<file path="src/rtl/control_sequencer.sv">
// Multi-cycle control sequencer: fetches 16-bit instructions, decodes them into datapath
// control words, sequences loads/stores against a ready-strobed data memory and handles branches.
module control_sequencer #(
  parameter logic [7:0] PC_RESET = 8'h00
) (
  input  logic        clk,
  input  logic        reset,
  input  logic [15:0] instr_in,
  input  logic [7:0]  a_bus_in,
  input  logic        V,
  input  logic        C,
  input  logic        N,
  input  logic        Z,
  input  logic        mem_ready,
  output logic [7:0]  pc,
  output logic [15:0] control_word,
  output logic [7:0]  constant_out,
  output logic        mem_read,
  output logic        mem_write,
  output logic        halted
);

  localparam logic [1:0] FETCH = 2'd0;
  localparam logic [1:0] EXEC  = 2'd1;
  localparam logic [1:0] MEM   = 2'd2;
  localparam logic [1:0] HALT  = 2'd3;

  logic [1:0]  state_q, state_d;
  logic [7:0]  pc_q, pc_d;
  logic [15:0] ir_q, ir_d;

  logic [3:0] op;
  logic [2:0] dr, sa, sb, ext;
  logic [7:0] branchOffset;
  logic       unused_flags;

  assign op           = ir_q[15:12];
  assign dr           = ir_q[11:9];
  assign sa           = ir_q[8:6];
  assign sb           = ir_q[5:3];
  assign ext          = ir_q[2:0];
  assign branchOffset = {{2{ir_q[5]}}, ir_q[5:0]};
  // Overflow and carry travel with the flag bundle but never steer sequencing.
  assign unused_flags = V & C;

  always_ff @(posedge clk or negedge reset) begin
    if (!reset) begin
      state_q <= FETCH;
      pc_q    <= PC_RESET;
      ir_q    <= 16'h0000;
    end else begin
      state_q <= state_d;
      pc_q    <= pc_d;
      ir_q    <= ir_d;
    end
  end

  // pc only moves when an instruction retires, i.e. on the way back to FETCH.
  always_comb begin
    state_d = state_q;
    pc_d    = pc_q;
    ir_d    = ir_q;
    case (state_q)
      FETCH: begin
        ir_d = instr_in;
        case (instr_in[15:12])
          4'h6, 4'h7: state_d = MEM;
          4'hF:       state_d = HALT;
          default:    state_d = EXEC;
        endcase
      end
      EXEC: begin
        state_d = FETCH;
        case (op)
          4'h8:    pc_d = Z ? pc_q + branchOffset : pc_q + 8'd1;
          4'h9:    pc_d = N ? pc_q + branchOffset : pc_q + 8'd1;
          4'hA:    pc_d = a_bus_in;
          default: pc_d = pc_q + 8'd1;
        endcase
      end
      MEM: begin
        if (mem_ready) begin
          state_d = FETCH;
          pc_d    = pc_q + 8'd1;
        end
      end
      default: state_d = HALT;
    endcase
  end

  logic [2:0] da, aa, ba;
  logic [3:0] fs;
  logic       mb, md, rw;

  always_comb begin
    da = 3'd0;
    aa = 3'd0;
    ba = 3'd0;
    mb = 1'b0;
    fs = 4'd0;
    md = 1'b0;
    rw = 1'b0;
    if (state_q == EXEC) begin
      case (op)
        4'h1: begin
          da = dr;
          aa = sa;
          rw = 1'b1;
        end
        4'h2, 4'h3: begin
          da = dr;
          aa = sa;
          ba = sb;
          fs = {op[0], ext};
          rw = 1'b1;
        end
        4'h4: begin
          da = dr;
          aa = sa;
          mb = 1'b1;
          fs = 4'b0010;
          rw = 1'b1;
        end
        4'h8, 4'h9, 4'hA: aa = sa;
        default: ;
      endcase
    end else if (state_q == MEM) begin
      aa = sa;
      if (op == 4'h6) begin
        da = dr;
        md = 1'b1;
        rw = mem_ready;
      end else begin
        ba = sb;
      end
    end
  end

  assign control_word = {da, aa, ba, mb, fs, md, rw};
  assign mem_read     = (state_q == MEM) && (op == 4'h6);
  assign mem_write    = (state_q == MEM) && (op == 4'h7);
  assign halted       = (state_q == HALT);
  assign pc           = pc_q;
  assign constant_out = {2'b00, ir_q[5:0]};

endmodule

</file>
<file path="config.mk">
export PLATFORM = sky130hd
export DESIGN_NAME = control_sequencer
export DESIGN_NICKNAME = d
export VERILOG_FILES = /design/src/rtl/control_sequencer.sv
export SDC_FILE = /design/constraint.sdc
export NUM_CORES = 1
export LEC_CHECK = 0
export CORE_ASPECT_RATIO = 1.1
export CORE_MARGIN = 3
export CORE_UTILIZATION = 49
export CTS_BUF_LIST = sky130_fd_sc_hd__clkbuf_16
export DETAILED_ROUTE_END_ITERATION = 6
export HOLD_SLACK_MARGIN = 0.03
export PLACE_DENSITY_LB_ADDON = 0.25
export SETUP_SLACK_MARGIN = 0.2
export SLEW_MARGIN = 20
export SYNTH_ARGS = -nofsm -noshare
export SYNTH_HDL_FRONTEND = slang
export SYNTH_SLANG_ARGS = --single-unit
</file>
<file path="constraint.sdc">
create_clock -name clk -period 3.56 [get_ports clk]
set_clock_uncertainty 0.05 [all_clocks]
set_input_delay 0.712 -clock clk [delete_from_list [all_inputs] [get_ports clk]]
set_output_delay 0.712 -clock clk [all_outputs]
set_load 0.02 [all_outputs]
</file>
==> results of run 1 <==
cell usage in the layout, fill, tap and decap left out, types with 7 or more instances in the layout:
cell type,instances
a21oi_1,7
and2_1,9
and3_1,7
clkdlybuf4s50_1,59
dfrtp_1,26
ha_1,11
inv_1,8
mux2_2,14
nand2_1,13
o21ai_0,16
stage by stage:
| stage | setup WS [ns] | std cells | util | hold slack [ns] |
|---|---|---|---|---|
| after floorplan | 1.18 | 214 | - | 0.366 |
| after global placement | 0.548 | 308 | 0.677 | 0.432 |
| after detailed placement | 0.449 | 308 | 0.677 | 0.438 |
| after CTS | 0.219 | 312 | 0.705 | 0.453 |
| after global routing | 0.176 | 312 | 0.708 | 0.467 |
| final | 0.284 | 312 | 0.708 | 0.452 |
cell usage after synthesis (2+ instances only):
cell type | instances | share of area
inv_1 | 8 | 0.015
a221oi_1 | 3 | 0.013
o2111ai_1 | 2 | 0.0087
nand2_1 | 13 | 0.024
mux2_4 | 2 | 0.015
xor2_1 | 5 | 0.022
mux2_2 | 14 | 0.078
nor4b_1 | 2 | 0.0087
nand4_1 | 3 | 0.0093
clkbuf_1 | 2 | 0.0037
a22oi_1 | 3 | 0.011
xnor2_1 | 3 | 0.013
a21oi_1 | 8 | 0.020
a31oi_1 | 3 | 0.0093
a21o_1 | 5 | 0.019
dfrtp_1 | 26 | 0.32
and2_1 | 9 | 0.028
buf_4 | 14 | 0.052
nor2_1 | 6 | 0.011
o211ai_1 | 2 | 0.0075
ha_1 | 12 | 0.075
o21ai_0 | 16 | 0.040
buf_6 | 2 | 0.011
nor3_1 | 2 | 0.0050
nor2b_1 | 4 | 0.012
nor3b_1 | 2 | 0.0075
and3_1 | 7 | 0.022
and2b_1 | 2 | 0.0075
nand2b_1 | 4 | 0.012
o21a_1 | 4 | 0.015
nand3_1 | 4 | 0.0099
state kept, by name (all words and copies together), names as in the netlist:
name	cells
pc	8
state_q	2
ir_q	16
area by class of cell:
cell class                      instances  area, um2
Clock buffer                            3       75.1
Clock inverter                          1       30.0
Fill cell                             298       1110
Inverter                                8       30.0
Multi-Input combinational cell        160       1210
Sequential cell                        26        651
Tap cell                               50       62.6
Timing Repair Buffer                   64        634
worst paths after layout:
path                       slack, ns  cells after the start             endpoint
setup / recovery                0.28                      8      control_word[7]
hold / removal                  0.45                      1  ir_q[7]$_DFFE_PN0N_
min in group asynchronous       0.77                      2  ir_q[0]$_DFFE_PN0N_
setup reg to reg                1.39                      7    pc[6]$_DFFE_PN0P_
hold reg to reg                 0.45                      1  ir_q[7]$_DFFE_PN0N_
max in group asynchronous       2.44                      2  ir_q[1]$_DFFE_PN0N_
per-layer routing:
| metal | routed length (um) | vias up | track usage |
|---|---|---|---|
| li1 | - | 864 | - |
| met1 | 2310 | 846 | 0.290 |
| met2 | 2450 | 65 | 0.377 |
| met3 | 311 | 11 | 0.0555 |
| met4 | 136 | 0 | 0.0923 |
| met5 | 0 | - | 0 |
timing repair:
item,in CTS,in global routing
buffers inserted,0,0
hold buffers,0,0
resized for setup,2,3
setup endpoints to repair,3,5
power groups by stage:
| stage | Clock [W] | Combinational (W) | Sequential [W] |
|---|---|---|---|
| after CTS | 0.000340 | 0.00157 | 0.000645 |
| after detailed placement | 0 | 0.00154 | 0.000650 |
| after global routing | 0.000351 | 0.00172 | 0.000679 |
| final | 0.000337 | 0.00157 | 0.000650 |
| after floorplan | 0 | 0.00115 | 0.000598 |
| after global placement | 0 | 0.00152 | 0.000639 |
cell families after synthesis:
| logic type | synth area share |
|---|---|
| AOI/OAI and AO/OA | 0.184 |
| xor gates and xnor gates | 0.0348 |
| adders and majority gates | 0.0845 |
| buffers and inverters | 0.0863 |
| DFF | 0.323 |
| muxes | 0.0981 |
| other | 0.00186 |
| and+or+nand+nor | 0.187 |
==> reports/metrics.cfg, run 1 <==
[cells_and_area]
design_area_um2 = 2690
drive_above_1_share = 0.118
syn2layout_area_growth_pct = 33.5
nets = 307
diodes = 0

[power_and_ir_drop]
p_leak_nw = 1.16
vdd_drop_max_mv = 0.576
p_switching_w = 0.00114
p_int_w = 0.00142
seq_power_share = 0.254
clkPwrFrac = 0.132
power.total_w = 0.00256
comb_power_share = 0.615
p_per_area_nw_per_um2 = 952
power.share.switching = 0.444

[timing]
finalHoldViolCount = 0
relSlewSlack = 0.449
finalSetupViolCount = 0
rsz0062_at_grt = true
period_needed_ns = 3.28
drv_slew = 0
timing.fmax_mhz = 305
period_share = 0.920
tns_ns = 0
worst_pin_slew_ns = 0.826

[grt]
antenna_found_initial = 0
gr-total-overflow = 0
grt_pass1_wl_um = 8700
grt_usage = 0.231
grt_pass1_vias = 1825
grt_max_degree = 27

[synth]
ys_ff_latch = 26
async_flop_share = 1.00
synthFlopType = dfrtp_1
syn_area_um2 = 2010
synth_cell_types = 52
syn-mean-instance-area_um2 = 9.46
yosys_warnings = 0
ys_seq_area_frac = 0.323
synth-edff-count = 0
synth_cells = 213

[worst_hold_path]
holdCritStartpoint = ir_q[7]$_DFFE_PN0N_
hold_class = reg -> reg

[status]
status = complete, no violations

[critical_path]
r2r-start = pc[0]$_DFFE_PN0P_
crit_family = buffers and inverters
cp-start-kind = register
slowest_stage = clkdlybuf4s50_1
crit_chain = inv_1, ha_2, nor4b_1, buf_4, inv_1, a21oi_2, and2_1, clkdlybuf4s50_1
worstSetupPathType = reg -> out
cp_common_cell = inv_1
critical_path_required_ns = 2.80
path_max_fanout = 8
slowest_delay_ns = 0.60
path_buf_inv = 4
end_kind = primary output
crit_path_start = state_q[1]$_DFFE_PN0P_
crit_arrival_ns = 2.51

[detailed_routing]
vias_per_cell = 5.72
routed_wl_um = 5210
ant_nets = 0
via_count = 1786
post_drt_wl_per_cell_um = 16.7
drc = 0
dr.pass1.iters = 5
drtIter0Drc = 139

[floorplanning]
fp.dieArea_um2 = 4920
row_count = 23
die_w_um = 67.1
start_util = 0.530
core_um2 = 3800
die_y_um = 73.2
pin_count = 66

[clock_network]
clk_latency_ns = 0.27
numCtsBuffers = 3
clk_path_buf_depth = 2
root_buffer = clkbuf_16
numClockSinks = 26
cts_tree = yes
path_clk_slew_ns = 0.07
cts_max_level = 1

[placement]
dpl.hpwl_um = 3830
place_area_um2 = 2570
port_buffers = 61
place.gp.congestion = 0.880

[flow_run]
drv_cap = 0

Power figures use the tool's default switching activity.
==> run 2, diff against run 1 <==
--- a/config.mk
+++ b/config.mk
@@ -7,13 +7,12 @@
 export LEC_CHECK = 0
 export CORE_ASPECT_RATIO = 1.1
 export CORE_MARGIN = 3
-export CORE_UTILIZATION = 49
+export CORE_UTILIZATION = 46
 export CTS_BUF_LIST = sky130_fd_sc_hd__clkbuf_16
 export DETAILED_ROUTE_END_ITERATION = 6
 export HOLD_SLACK_MARGIN = 0.03
 export PLACE_DENSITY_LB_ADDON = 0.25
 export SETUP_SLACK_MARGIN = 0.2
-export SLEW_MARGIN = 20
 export SYNTH_ARGS = -nofsm -noshare
 export SYNTH_HDL_FRONTEND = slang
 export SYNTH_SLANG_ARGS = --single-unit
==> constraint.sdc (replaced) <==
create_clock -name clk -period 3.08 [get_ports clk]
set_clock_uncertainty 0.05 [all_clocks]
set_input_delay 0.616 -clock clk [delete_from_list [all_inputs] [get_ports clk]]
set_output_delay 0.616 -clock clk [all_outputs]
set_load 0.02 [all_outputs]
==> reports/metrics.cfg, run 2 (synthesized netlist as in run 1, its figures left out) <==
[grt]
grt_pass1_wl_um = 8150  ; -6.3%
grt_max_degree = 27  ; unchanged
grt_pass1_vias = 1684  ; -7.7%
grt_usage = 0.195  ; -0.0352
gr-total-overflow = 0  ; unchanged
antenna_found_initial = 0  ; unchanged

[clock_network]
numCtsBuffers = 3  ; unchanged
path_clk_slew_ns = 0.07  ; about the same
numClockSinks = 26  ; unchanged
clk_latency_ns = 0.26  ; about the same
cts_tree = yes
root_buffer = clkbuf_16
cts_max_level = 1  ; unchanged
clk_path_buf_depth = 2  ; unchanged
ctsHoldBuffers = 0  ; unchanged
post-cts-setup-buffer-count = 0  ; unchanged

[detailed_routing]
drc = 0  ; unchanged
post_drt_wl_per_cell_um = 15.8  ; -5.3%
drtIter0Drc = 162  ; +17%
dr.pass1.iters = 4  ; -1
vias_per_cell = 5.53  ; -3.4%
routed_wl_um = 5030  ; -3.5%
ant_nets = 0  ; unchanged
via_count = 1759  ; -1.5%

[critical_path]
crit_arrival_ns = 2.11  ; -0.40 ns
end_kind = primary output
worstSetupPathType = reg -> out
r2r_end = pc[6]$_DFFE_PN0P_
r2r_slack_ns = 0.91  ; -0.48 ns
crit_path_start = state_q[1]$_DFFE_PN0P_
path_max_fanout = 7  ; -1
critPathCapture = control_word[11]
r2r_cells = 7  ; unchanged
r2r-start = pc[0]$_DFFE_PN0P_
critical_path_required_ns = 2.41  ; -0.39 ns
cp-start-kind = register

[timing]
tns_ns = 0  ; unchanged
hold_slack_ns = 0.453  ; +0.00108 ns
finalSetupViolCount = 0  ; unchanged
relSlewSlack = 0.430  ; -0.0195
finalHoldViolCount = 0  ; unchanged
drv_slew = 0  ; unchanged
worst_pin_slew_ns = 0.855  ; +0.0293 ns
period_needed_ns = 2.78
timing.fmax_mhz = 360
period_share = 0.901
rsz0062_at_grt = false

[floorplanning]
pin_count = 66  ; unchanged
row_count = 24  ; +4.3%
fp.dieArea_um2 = 5210  ; +6.0%
die_w_um = 69.1  ; +2.9%
die_y_um = 75.4  ; +2.9%
start_util = 0.493  ; -0.0370
core_um2 = 4080  ; +7.5%

[power_and_ir_drop]
power.share.switching = 0.439  ; -0.00552
clkPwrFrac = 0.130  ; -0.002
p_per_area_nw_per_um2 = 1080  ; +13%
seq_power_share = 0.245  ; -0.009
p_int_w = 0.00165  ; +16%
p_switching_w = 0.00129  ; +13%
p_leak_nw = 1.25  ; +8.3%
power.total_w = 0.00294  ; +15%
comb_power_share = 0.625  ; +0.010
vdd_drop_max_mv = 0.600  ; +4.1%

[placement]
dpl.hpwl_um = 3650  ; -4.6%
port_buffers = 61  ; unchanged
place.gp.congestion = 0.843  ; -4.2%

[worst_hold_path]
hold_class = reg -> reg

[cells_and_area]
drive_above_1_share = 0.132  ; +0.0133
mostFrequentLayoutCells = clkdlybuf4s50_1 (51), dfrtp_1 (26), o21ai_0 (16), mux2_2 (14), nand2_1 (13)
diodes = 0  ; unchanged
regMostFlops = ir_q
syn2layout_area_growth_pct = 35.3
largest_register_ff_count = 16  ; unchanged
nFillCells = 357  ; +20%
nets = 311  ; +1.3%
mostFrequentLayoutCell = clkdlybuf4s50_1

[flow_run]
drv_cap = 0  ; unchanged

[status]
status = complete, no violations

run 2: cell count changes in the layout (fill, tap and decap cells not counted), moves of 3 or more:
cell and change:
clkdlybuf4s50_1 -8, dlymetal6s2s_1 +3, dlygate4sd2_1 +5, buf_4 +4
run 2: what timing repair did:
item | CTS | global route
endpoints found under the hold margin | 0 | 0
setup endpoints to repair | 11 | 4
resized for setup | 9 | 4
run 2: critical path, stage by stage (launching register included):
cell and delay [ns]:
dfrtp_1 0.39, inv_1 0.08, ha_1 0.19, buf_4 0.16
nand2b_1 0.17, nand2_1 0.12, and2_1 0.14, clkdlybuf4s50_1 0.60
run 2: through the flow:
step / setup WS [ns] / cells / cell area [um2] / util
after floorplan: 0.800 / 214 / 2020 / -
after global placement: 0.235 / 314 / 2600 / 0.637
after detailed placement: 0.228 / 314 / 2600 / 0.637
after CTS: 0.135 / 318 / 2720 / 0.665
after global routing: 0.203 / 318 / 2730 / 0.668
final: 0.304 / 318 / 2730 / 0.668
run 2: metal layers:
metal	part of all wire	vias to the layer above	wire, um	track usage
li1	-	870	-	-
met1	0.44	824	2230	0.250
met2	0.47	59	2370	0.326
met3	0.071	6	357	0.0528
met4	0.015	0	76	0.0651
met5	0	-	0	0
run 2: power groups by stage:
stage	logic, W	registers (W)	clock network (W)
2_1_floorplan	0.00133	0.000692	0
3_3_place_gp	0.00181	0.000715	0
3_5_place_dp	0.00183	0.000724	0
4_1_cts	0.00185	0.000721	0.000398
5_1_grt	0.00201	0.000751	0.000402
6_report	0.00184	0.000720	0.000383
run 2: layout make-up:
cell class	instances	area (um2)	area share
Multi-Input combinational cell	160	1210	0.444
Timing Repair Buffer	68	666	0.244
Sequential cell	26	651	0.239
Tap cell	52	65.1	0.0239
Inverter	8	30.0	0.0110
Clock inverter	1	30.0	0.0110
Clock buffer	3	75.1	0.0275
run 2: worst min-delay path by stage:
| stage | start | to | slack [ns] | cells past startpoint |
|---|---|---|---|---|
| after floorplan | reset | ir_q[0]$_DFFE_PN0N_ | 0.27 | 0 |
| after global placement | ir_q[7]$_DFFE_PN0N_ | ir_q[7]$_DFFE_PN0N_ | 0.43 | 1 |
| after detailed placement | ir_q[6]$_DFFE_PN0N_ | ir_q[6]$_DFFE_PN0N_ | 0.44 | 1 |
| after CTS | ir_q[6]$_DFFE_PN0N_ | ir_q[6]$_DFFE_PN0N_ | 0.45 | 1 |
| after global routing | ir_q[6]$_DFFE_PN0N_ | ir_q[6]$_DFFE_PN0N_ | 0.46 | 1 |
| final | ir_q[8]$_DFFE_PN0N_ | ir_q[8]$_DFFE_PN0N_ | 0.45 | 1 |
